==> src/rtl/cpu_loader.sv <==
// cpu_loader: UART boot monitor that loads/dumps RAM and starts the cpu,
// handing RAM and UART to the cpu while it runs.
module cpu_loader #(
    parameter int addr_width = 9,
    parameter logic [23:0] TIMEOUT = 24'd12_000_000
) (
    input  logic                  clk,
    input  logic                  rst,
    input  logic [7:0]            rx_byte,
    input  logic                  received,
    output logic [7:0]            tx_byte,
    output logic                  transmit,
    input  logic                  is_transmitting,
    output logic [addr_width-1:0] ram_raddr,
    output logic [addr_width-1:0] ram_waddr,
    output logic [7:0]            ram_wdata,
    output logic                  ram_we,
    input  logic [7:0]            ram_rdata,
    input  logic [addr_width-1:0] cpu_raddr,
    input  logic [addr_width-1:0] cpu_waddr,
    input  logic [7:0]            cpu_dwrite,
    input  logic                  cpu_write_en,
    input  logic [7:0]            cpu_tx_byte,
    input  logic                  cpu_transmit,
    output logic                  cpu_is_transmitting,
    output logic                  cpu_received,
    output logic [7:0]            cpu_rx_byte,
    output logic                  cpu_start,
    output logic [addr_width-1:0] cpu_startaddr,
    input  logic                  cpu_halted,
    output logic                  running
);
    typedef enum logic [3:0] {
        IDLE, ARG1, ARG2, ARG3, LOAD, DRD, DWAIT, DLAT, RUNSTART, RUN, TX, TXHOLD
    } state_t;
    state_t state, ret;
    logic [7:0] cmd, hi, sum, tx_data, ld_tx, ld_wdata;
    logic [8:0] cnt;
    logic [addr_width-1:0] addr, ld_raddr, ld_waddr;
    logic ld_transmit, ld_we, waiting;
    logic [23:0] tcnt;

    assign waiting = state inside {ARG1, ARG2, ARG3, LOAD};
    assign ram_raddr = running ? cpu_raddr : ld_raddr;
    assign ram_waddr = running ? cpu_waddr : ld_waddr;
    assign ram_wdata = running ? cpu_dwrite : ld_wdata;
    assign ram_we = running ? cpu_write_en : ld_we;
    assign tx_byte = running ? cpu_tx_byte : ld_tx;
    assign transmit = running ? cpu_transmit : ld_transmit;
    assign cpu_is_transmitting = running ? is_transmitting : 1'b1;
    assign cpu_received = running & received;
    assign cpu_rx_byte = rx_byte;

    always_ff @(posedge clk) begin
        if (rst) begin
            state <= IDLE;
            ret <= IDLE;
            cmd <= 8'd0;
            hi <= 8'd0;
            sum <= 8'd0;
            tx_data <= 8'd0;
            ld_tx <= 8'd0;
            ld_wdata <= 8'd0;
            cnt <= 9'd0;
            addr <= '0;
            ld_raddr <= '0;
            ld_waddr <= '0;
            ld_transmit <= 1'b0;
            ld_we <= 1'b0;
            tcnt <= 24'd0;
            running <= 1'b0;
            cpu_start <= 1'b0;
            cpu_startaddr <= '0;
        end else begin
            ld_we <= 1'b0;
            ld_transmit <= 1'b0;
            cpu_start <= 1'b0;
            tcnt <= (waiting && !received) ? tcnt + 24'd1 : 24'd0;
            if (waiting && !received && tcnt == TIMEOUT) begin
                tx_data <= 8'h3F;
                ret <= IDLE;
                state <= TX;
            end else begin
                case (state)
                    IDLE: if (received) begin
                        cmd <= rx_byte;
                        tx_data <= 8'h3F;
                        ret <= IDLE;
                        state <= (rx_byte inside {8'h4C, 8'h44, 8'h52}) ? ARG1 : TX;
                    end
                    ARG1: if (received) begin
                        hi <= rx_byte;
                        state <= ARG2;
                    end
                    ARG2: if (received) begin
                        addr <= {hi[addr_width-9:0], rx_byte};
                        if (cmd == 8'h52) cpu_startaddr <= {hi[addr_width-9:0], rx_byte};
                        state <= (cmd == 8'h52) ? RUNSTART : ARG3;
                    end
                    ARG3: if (received) begin
                        cnt <= {rx_byte == 8'd0, rx_byte};
                        sum <= 8'd0;
                        state <= (cmd == 8'h4C) ? LOAD : DRD;
                    end
                    LOAD: if (received) begin
                        ld_we <= 1'b1;
                        ld_waddr <= addr;
                        ld_wdata <= rx_byte;
                        addr <= addr + addr_width'(1);
                        sum <= sum + rx_byte;
                        tx_data <= sum + rx_byte;
                        cnt <= cnt - 9'd1;
                        if (cnt == 9'd1) state <= TX;
                    end
                    DRD: begin
                        ld_raddr <= addr;
                        addr <= addr + addr_width'(1);
                        cnt <= cnt - 9'd1;
                        state <= DWAIT;
                    end
                    DWAIT: state <= DLAT;
                    DLAT: begin
                        tx_data <= ram_rdata;
                        ret <= (cnt == 9'd0) ? IDLE : DRD;
                        state <= TX;
                    end
                    RUNSTART: begin
                        running <= 1'b1;
                        cpu_start <= 1'b1;
                        state <= RUN;
                    end
                    // halted is ignored during the start pulse so a stale flag cannot end the run
                    RUN: if (!cpu_start && cpu_halted) begin
                        running <= 1'b0;
                        tx_data <= 8'h48;
                        ret <= IDLE;
                        state <= TX;
                    end
                    TX: if (!is_transmitting) begin
                        ld_tx <= tx_data;
                        ld_transmit <= 1'b1;
                        state <= TXHOLD;
                    end
                    TXHOLD: state <= ret;
                    default: state <= IDLE;
                endcase
            end
        end
    end
endmodule
==> config.mk <==
export PLATFORM = sky130hd
export DESIGN_NAME = cpu_loader
export DESIGN_NICKNAME = d
export VERILOG_FILES = /design/src/rtl/cpu_loader.sv
export SDC_FILE = /design/constraint.sdc
export NUM_CORES = 1
export LEC_CHECK = 0
export CORE_MARGIN = 1
export CORE_UTILIZATION = 45
export DETAILED_ROUTE_END_ITERATION = 8
export PLACE_DENSITY = 0.7
export SYNTH_ARGS = -nofsm -noshare
export SYNTH_HDL_FRONTEND = slang
export SYNTH_SLANG_ARGS = --single-unit
==> constraint.sdc <==
create_clock -name clk -period 4.3 [get_ports clk]
set_clock_uncertainty 0.2 [all_clocks]
set_input_delay 1.075 -clock clk [delete_from_list [all_inputs] [get_ports clk]]
set_output_delay 1.075 -clock clk [all_outputs]
set_load 0.02 [all_outputs]
# Yosys cells after proc, flatten, opt, wreduce, memory -nomap -nowiden
# Cells that the tools add are included.
[totals]
out_inout_bits = 57
register_bits = 122
wordCells = 142
in_bits = 57
[classes]
bitwise_logic = 6
eq_ne = 34
addsub = 4
reduce_logical = 36
n_mux = 42
[op_table]
columns = ["operator", "n"]
rows = [
  ["$mux W9", 6],
  ["$pmux W9 S3", 2],
  ["$mux W4", 13],
  ["$mux W8", 6],
  ["$pmux W4 S12", 1],
  ["$eq A8 B7 Y1 const B", 5],
  ["$pmux W8 S4", 1],
  ["$add A24 B1 Y24 const B", 1],
  ["$eq A24 B24 Y1 const B", 1],
  ["$reduce_and A4 Y1", 6],
  ["$reduce_and A3 Y1", 6],
  ["$eq A4 B3 Y1 const B", 4],
  ["$eq A4 B4 Y1 const B", 4],
  ["$pmux W8 S2", 1],
  ["$reduce_and A8 Y1", 2],
  ["$ne A2 B2 Y1 const B", 7],
  ["$ne A3 B2 Y1 const B", 4],
  ["$pmux W4 S3", 1],
  ["$reduce_bool A3 Y1", 4],
  ["$add A9 B1 Y9 const B", 1],
  ["$eq A9 B1 Y1 const B", 1],
  ["$logic_not A9 Y1", 1],
  ["$ne A3 B3 Y1 const B", 3],
  ["$sub A9 B1 Y9 const B", 1],
  ["other kinds (21)", 40],
]

# Logic depth before layout (Yosys ltp)
[logic_depth]
ltp_word = 6
ltp_mapped = 8
mapped_depth_nobuf = 7

# Worst setup path before layout
# Ideal clock, no wire load.
[synth_path]
kind = "register to output"
start = "reg running"
end = "out tx_byte[0]"
required_time_ps = 3025
setup_slack_ps = 1422
stages_incl_launch_ff = 4
arrival_ps = 1603
n_path_buf = 2
cell_sequence = "dfxtp_1 clkbuf_1 clkbuf_1 mux2_1"
[synth_via]
elab_chain_cells = 1
[synth_lines]
columns = ["item", "line", "text"]
rows = [
  ["start: declaration", "31", "output logic running"],
  ["start signal: assignment", "71", "running <= 1'b0;"],
  ["start signal: assignment", "128", "running <= 1'b1;"],
  ["start signal: assignment", "134", "running <= 1'b0;"],
  ["$mux W8", "48", "assign tx_byte = running ? cpu_tx_byte : ld_tx;"],
  ["end: declaration", "11", "output logic [7:0] tx_byte,"],
]
# Every way passes these cells.

# Final worst setup path
[layout_path]
start = "in received"
end = "out cpu_received"
[layout_via]
elab_chain_cells = 1
[layout_lines]
columns = ["item", "line", "text"]
rows = [
  ["start: declaration", "10", "input logic received,"],
  ["$and A1 B1 Y1", "51", "assign cpu_received = running & received;"],
  ["end: declaration", "26", "output logic cpu_received,"],
]
# Every way passes these cells.

==> flow_summary.json <==
{
  "status": "finished, final reports clean",
  "multi_input_area_um2": 3667,
  "wl_per_cell_um": 16.20,
  "grt_max_degree": 87,
  "setup_viol": 0,
  "die_width_um": 120.7,
  "hold_viol_final": 0,
  "synth_area_leaders": "dfxtp_1, mux2i_1, nor2_1, mux2_2, a21oi_1",
  "max_slew.worst_pin.slew_ns": 1.036,
  "grt_overflow": 0,
  "p_seq_share_pct": 32.4,
  "seq_area_um2": 2384,
  "fmax_mhz": 265.7,
  "grt_pass1_wl_um": 27830,
  "nNetsFinal": 932,
  "ys_warn_count": 0,
  "ant_nets": 0,
  "grt_usage_pct": 24.02,
  "port_buffers": 113,
  "first_global_vias": 5706,
  "cts_setup_buffers": 0,
  "dp.final_hpwl_um": 11810,
  "p_per_area_nw_per_um2": 533.8,
  "fp.dieH_um": 120.7,
  "syn_nets": 837,
  "cts_tree": "built",
  "slew_headroom_pct": 30.90,
  "synth_flop_cell": "dfxtp_1",
  "synthMuxAreaShare_pct": 12.56,
  "worst_slack_ns": 0.5359,
  "drt_wl_total_um": 17010,
  "syn_to_final_growth_pct": 29.66,
  "synth_top_area_share_pct": 37.60,
  "fill_cells": 1149,
  "drt_iter0_drc": 600,
  "ctsHoldBuffers": 0,
  "cts_buffers": 17,
  "finalCritPeriodShare_pct": 87.54,
  "internal_power_uw": 2855,
  "placed_cell_area_um2": 7574,
  "yosys.cell_types.count": 70,
  "rsz0062_at_grt": "no",
  "p_switching_uw": 1530,
  "worstPathArrival_ns": 2.49,
  "dr.pass1.iters": 6,
  "crit_path_max_incr_delay_ns": 0.64,
  "crit_top_cell": "clkdlybuf4s50_1",
  "syn_inst": 767,
  "rows": 42,
  "syn-cell-area_um2": 6336,
  "post_cts_resized": 0,
  "clock_power_share_pct": 35.6,
  "post-route-drc-count": 0,
  "stdcell_count": 1050,
  "avgSynthCellArea_um2": 8.261,
  "crit_type": "in -> out",
  "synth-edff-count": 0,
  "synth-compound-area-share_pct": 15.94,
  "clk_pin_slew_ns": 0.05,
  "drv_slew": 0,
  "crit_slowest_cell": "clkdlybuf4s50_1",
  "min_path_type": "reg -> reg",
  "core-area_um2": 13510,
  "diodes": 0,
  "place_ws_ns": 0.5317,
  "cts_max_level": 4,
  "ir_drop_uv": 329.6,
  "clock_sinks": 119,
  "crit_path_end_kind": "primary output",
  "max-cap-violations": 0,
  "worst_setup_path_start_kind": "primary input",
  "async_flop_share_pct": 0,
  "swShare_pct": 34.89,
  "clkLatencyLatePin_ns": 0.42,
  "initial_core_util_pct": 46.91,
  "gp_congestion": 0.8753,
  "fin_crit_ns": 3.764,
  "crit_chain": "clkdlybuf4s50_1 > and2_1 > clkdlybuf4s50_1",
  "io_pins": 114,
  "antenna_found_initial": 0,
  "synth_top_family_by_area": "simple AND/OR/NAND/NOR gates",
  "placed_cells": 1019,
  "detail_route.vias_per_cell": 5.775,
  "pwr-share-comb_pct": 32.0,
  "path_buf_inv": 2,
  "synthSimpleGateAreaFrac_pct": 23.80,
  "critical_path.top_delay_family": "buffers and inverters",
  "crit_required_ns": 3.02,
  "post-route-util_pct": 60.83,
  "ys_ff_latch": 119,
  "tns_ns": 0,
  "synth_xor_area_share_pct": 2.903,
  "drive_gt1_share_pct": 10.41,
  "cts_buffer_depth": 2,
  "power.leakage_uw": 0.003170,
  "die_area_um2": 14560,
  "vias": 6064,
  "cts_root_buf": "clkbuf_16",
  "final_cell_area_um2": 8215,
  "synthAdderAreaFrac_pct": 2.686,
  "synth-seq-area-share_pct": 37.60,
  "synth_largest_area_cell": "dfxtp_1",
  "crit_path_max_fanout": 10
}
-- logic make-up after synthesis --
family | count (synthesis)
mux | 75
flops | 119
simple gates | 308
fa+ha+maj | 13
compound gates | 164
buf+inv | 67
xor+xnor | 21
-- through the flow --
stage	hold WS [ns]	total power [uW]
after floorplan	0.2258	2355
after global placement	0.2358	2785
after detailed placement	0.2502	2824
after CTS	0.2588	4384
after global routing	0.2766	4605
final	0.2575	4385
-- layout by cell type (no fill, tap or decap), drive strengths merged, types with 9 or more instances in the layout --
master / n
clkdlybuf4s50: 112
nor3: 21
nor2: 97
mux2: 36
xnor2: 9
a211oi: 13
o21ai: 38
ha: 12
dfxtp: 119
mux2i: 39
buf: 18
nand2: 75
inv: 14
a21oi: 62
nand4: 11
clkbuf: 18
xor2: 12
nand3: 34
-- worst min-delay path: cells and delay by family (launching register included) --
| kind | cells | cell delay, ns |
|---|---|---|
| AOI/OAI and AO/OA | 1 | 0.06 |
| DFF | 1 | 0.30 |
| and+or+nand+nor | 1 | 0.05 |
-- sequential cells by signal (all words and copies together), names as in the netlist --
| register | cells |
|---|---|
| running | 1 |
| ret | 1 |
| state | 4 |
| tx_data | 8 |
| addr | 9 |
| cnt | 9 |
| hi | 1 |
| ld_transmit | 1 |
| ld_waddr | 9 |
| cpu_startaddr | 9 |
| ld_tx | 8 |
| tcnt | 24 |
| cmd | 8 |
| ld_wdata | 8 |
| sum | 8 |
| ld_we | 1 |
| cpu_start | 1 |
| ld_raddr | 9 |
-- final timing paths --
path	startpoint	to	slack [ns]	cells after the start
max	received	cpu_received	0.54	3
max reg2reg	state[2]$_SDFFE_PP0P_	ld_raddr[4]$_SDFFE_PP0P_	1.38	4
min reg2reg	ld_raddr[5]$_SDFFE_PP0P_	ld_raddr[5]$_SDFFE_PP0P_	0.26	2
min	ld_raddr[5]$_SDFFE_PP0P_	ld_raddr[5]$_SDFFE_PP0P_	0.26	2
-- area by class of cell --
cell class	instances	share of cell area, %
clock inverter	13	2.467
multi-input combinational	581	44.64
inverter	13	0.5940
clock buffer	18	5.346
sequential	119	29.01
tap	176	2.680
timing repair buffer	130	15.26
-- Yosys cell counts, types with 7 or more instances --
library cell,number
nand3_1,34
mux2_2,29
nand2b_1,8
nand2_1,75
a211oi_1,13
mux2_1,7
xor2_1,12
nor3b_1,7
a21oi_1,62
nor2_1,97
nor2b_1,8
xnor2_1,9
nor3_1,20
o21ai_0,22
o21ai_1,16
inv_1,8
mux2i_1,39
a31oi_1,8
and3_1,8
nand4_1,11
buf_4,8
clkbuf_1,39
ha_1,12
dfxtp_1,119
-- metal layers --
metal,part of all wire [%],vias to the layer above,GRT usage [%]
li1,-,2932,-
met3,5.6,31,4.717
met1,44,2901,30.54
met4,2.0,0,10.03
met5,0,-,0
met2,48,200,39.58
-- power groups by stage --
stage	combinational, uW	sequential [uW]	clock, uW
3_3_place_gp	1350	1430	0
5_1_grt	1530	1450	1630
6_report	1400	1420	1560
4_1_cts	1390	1420	1570
2_1_floorplan	1050	1310	0
3_5_place_dp	1380	1440	0
No activity file was read; power rests on OpenSTA's default activity.
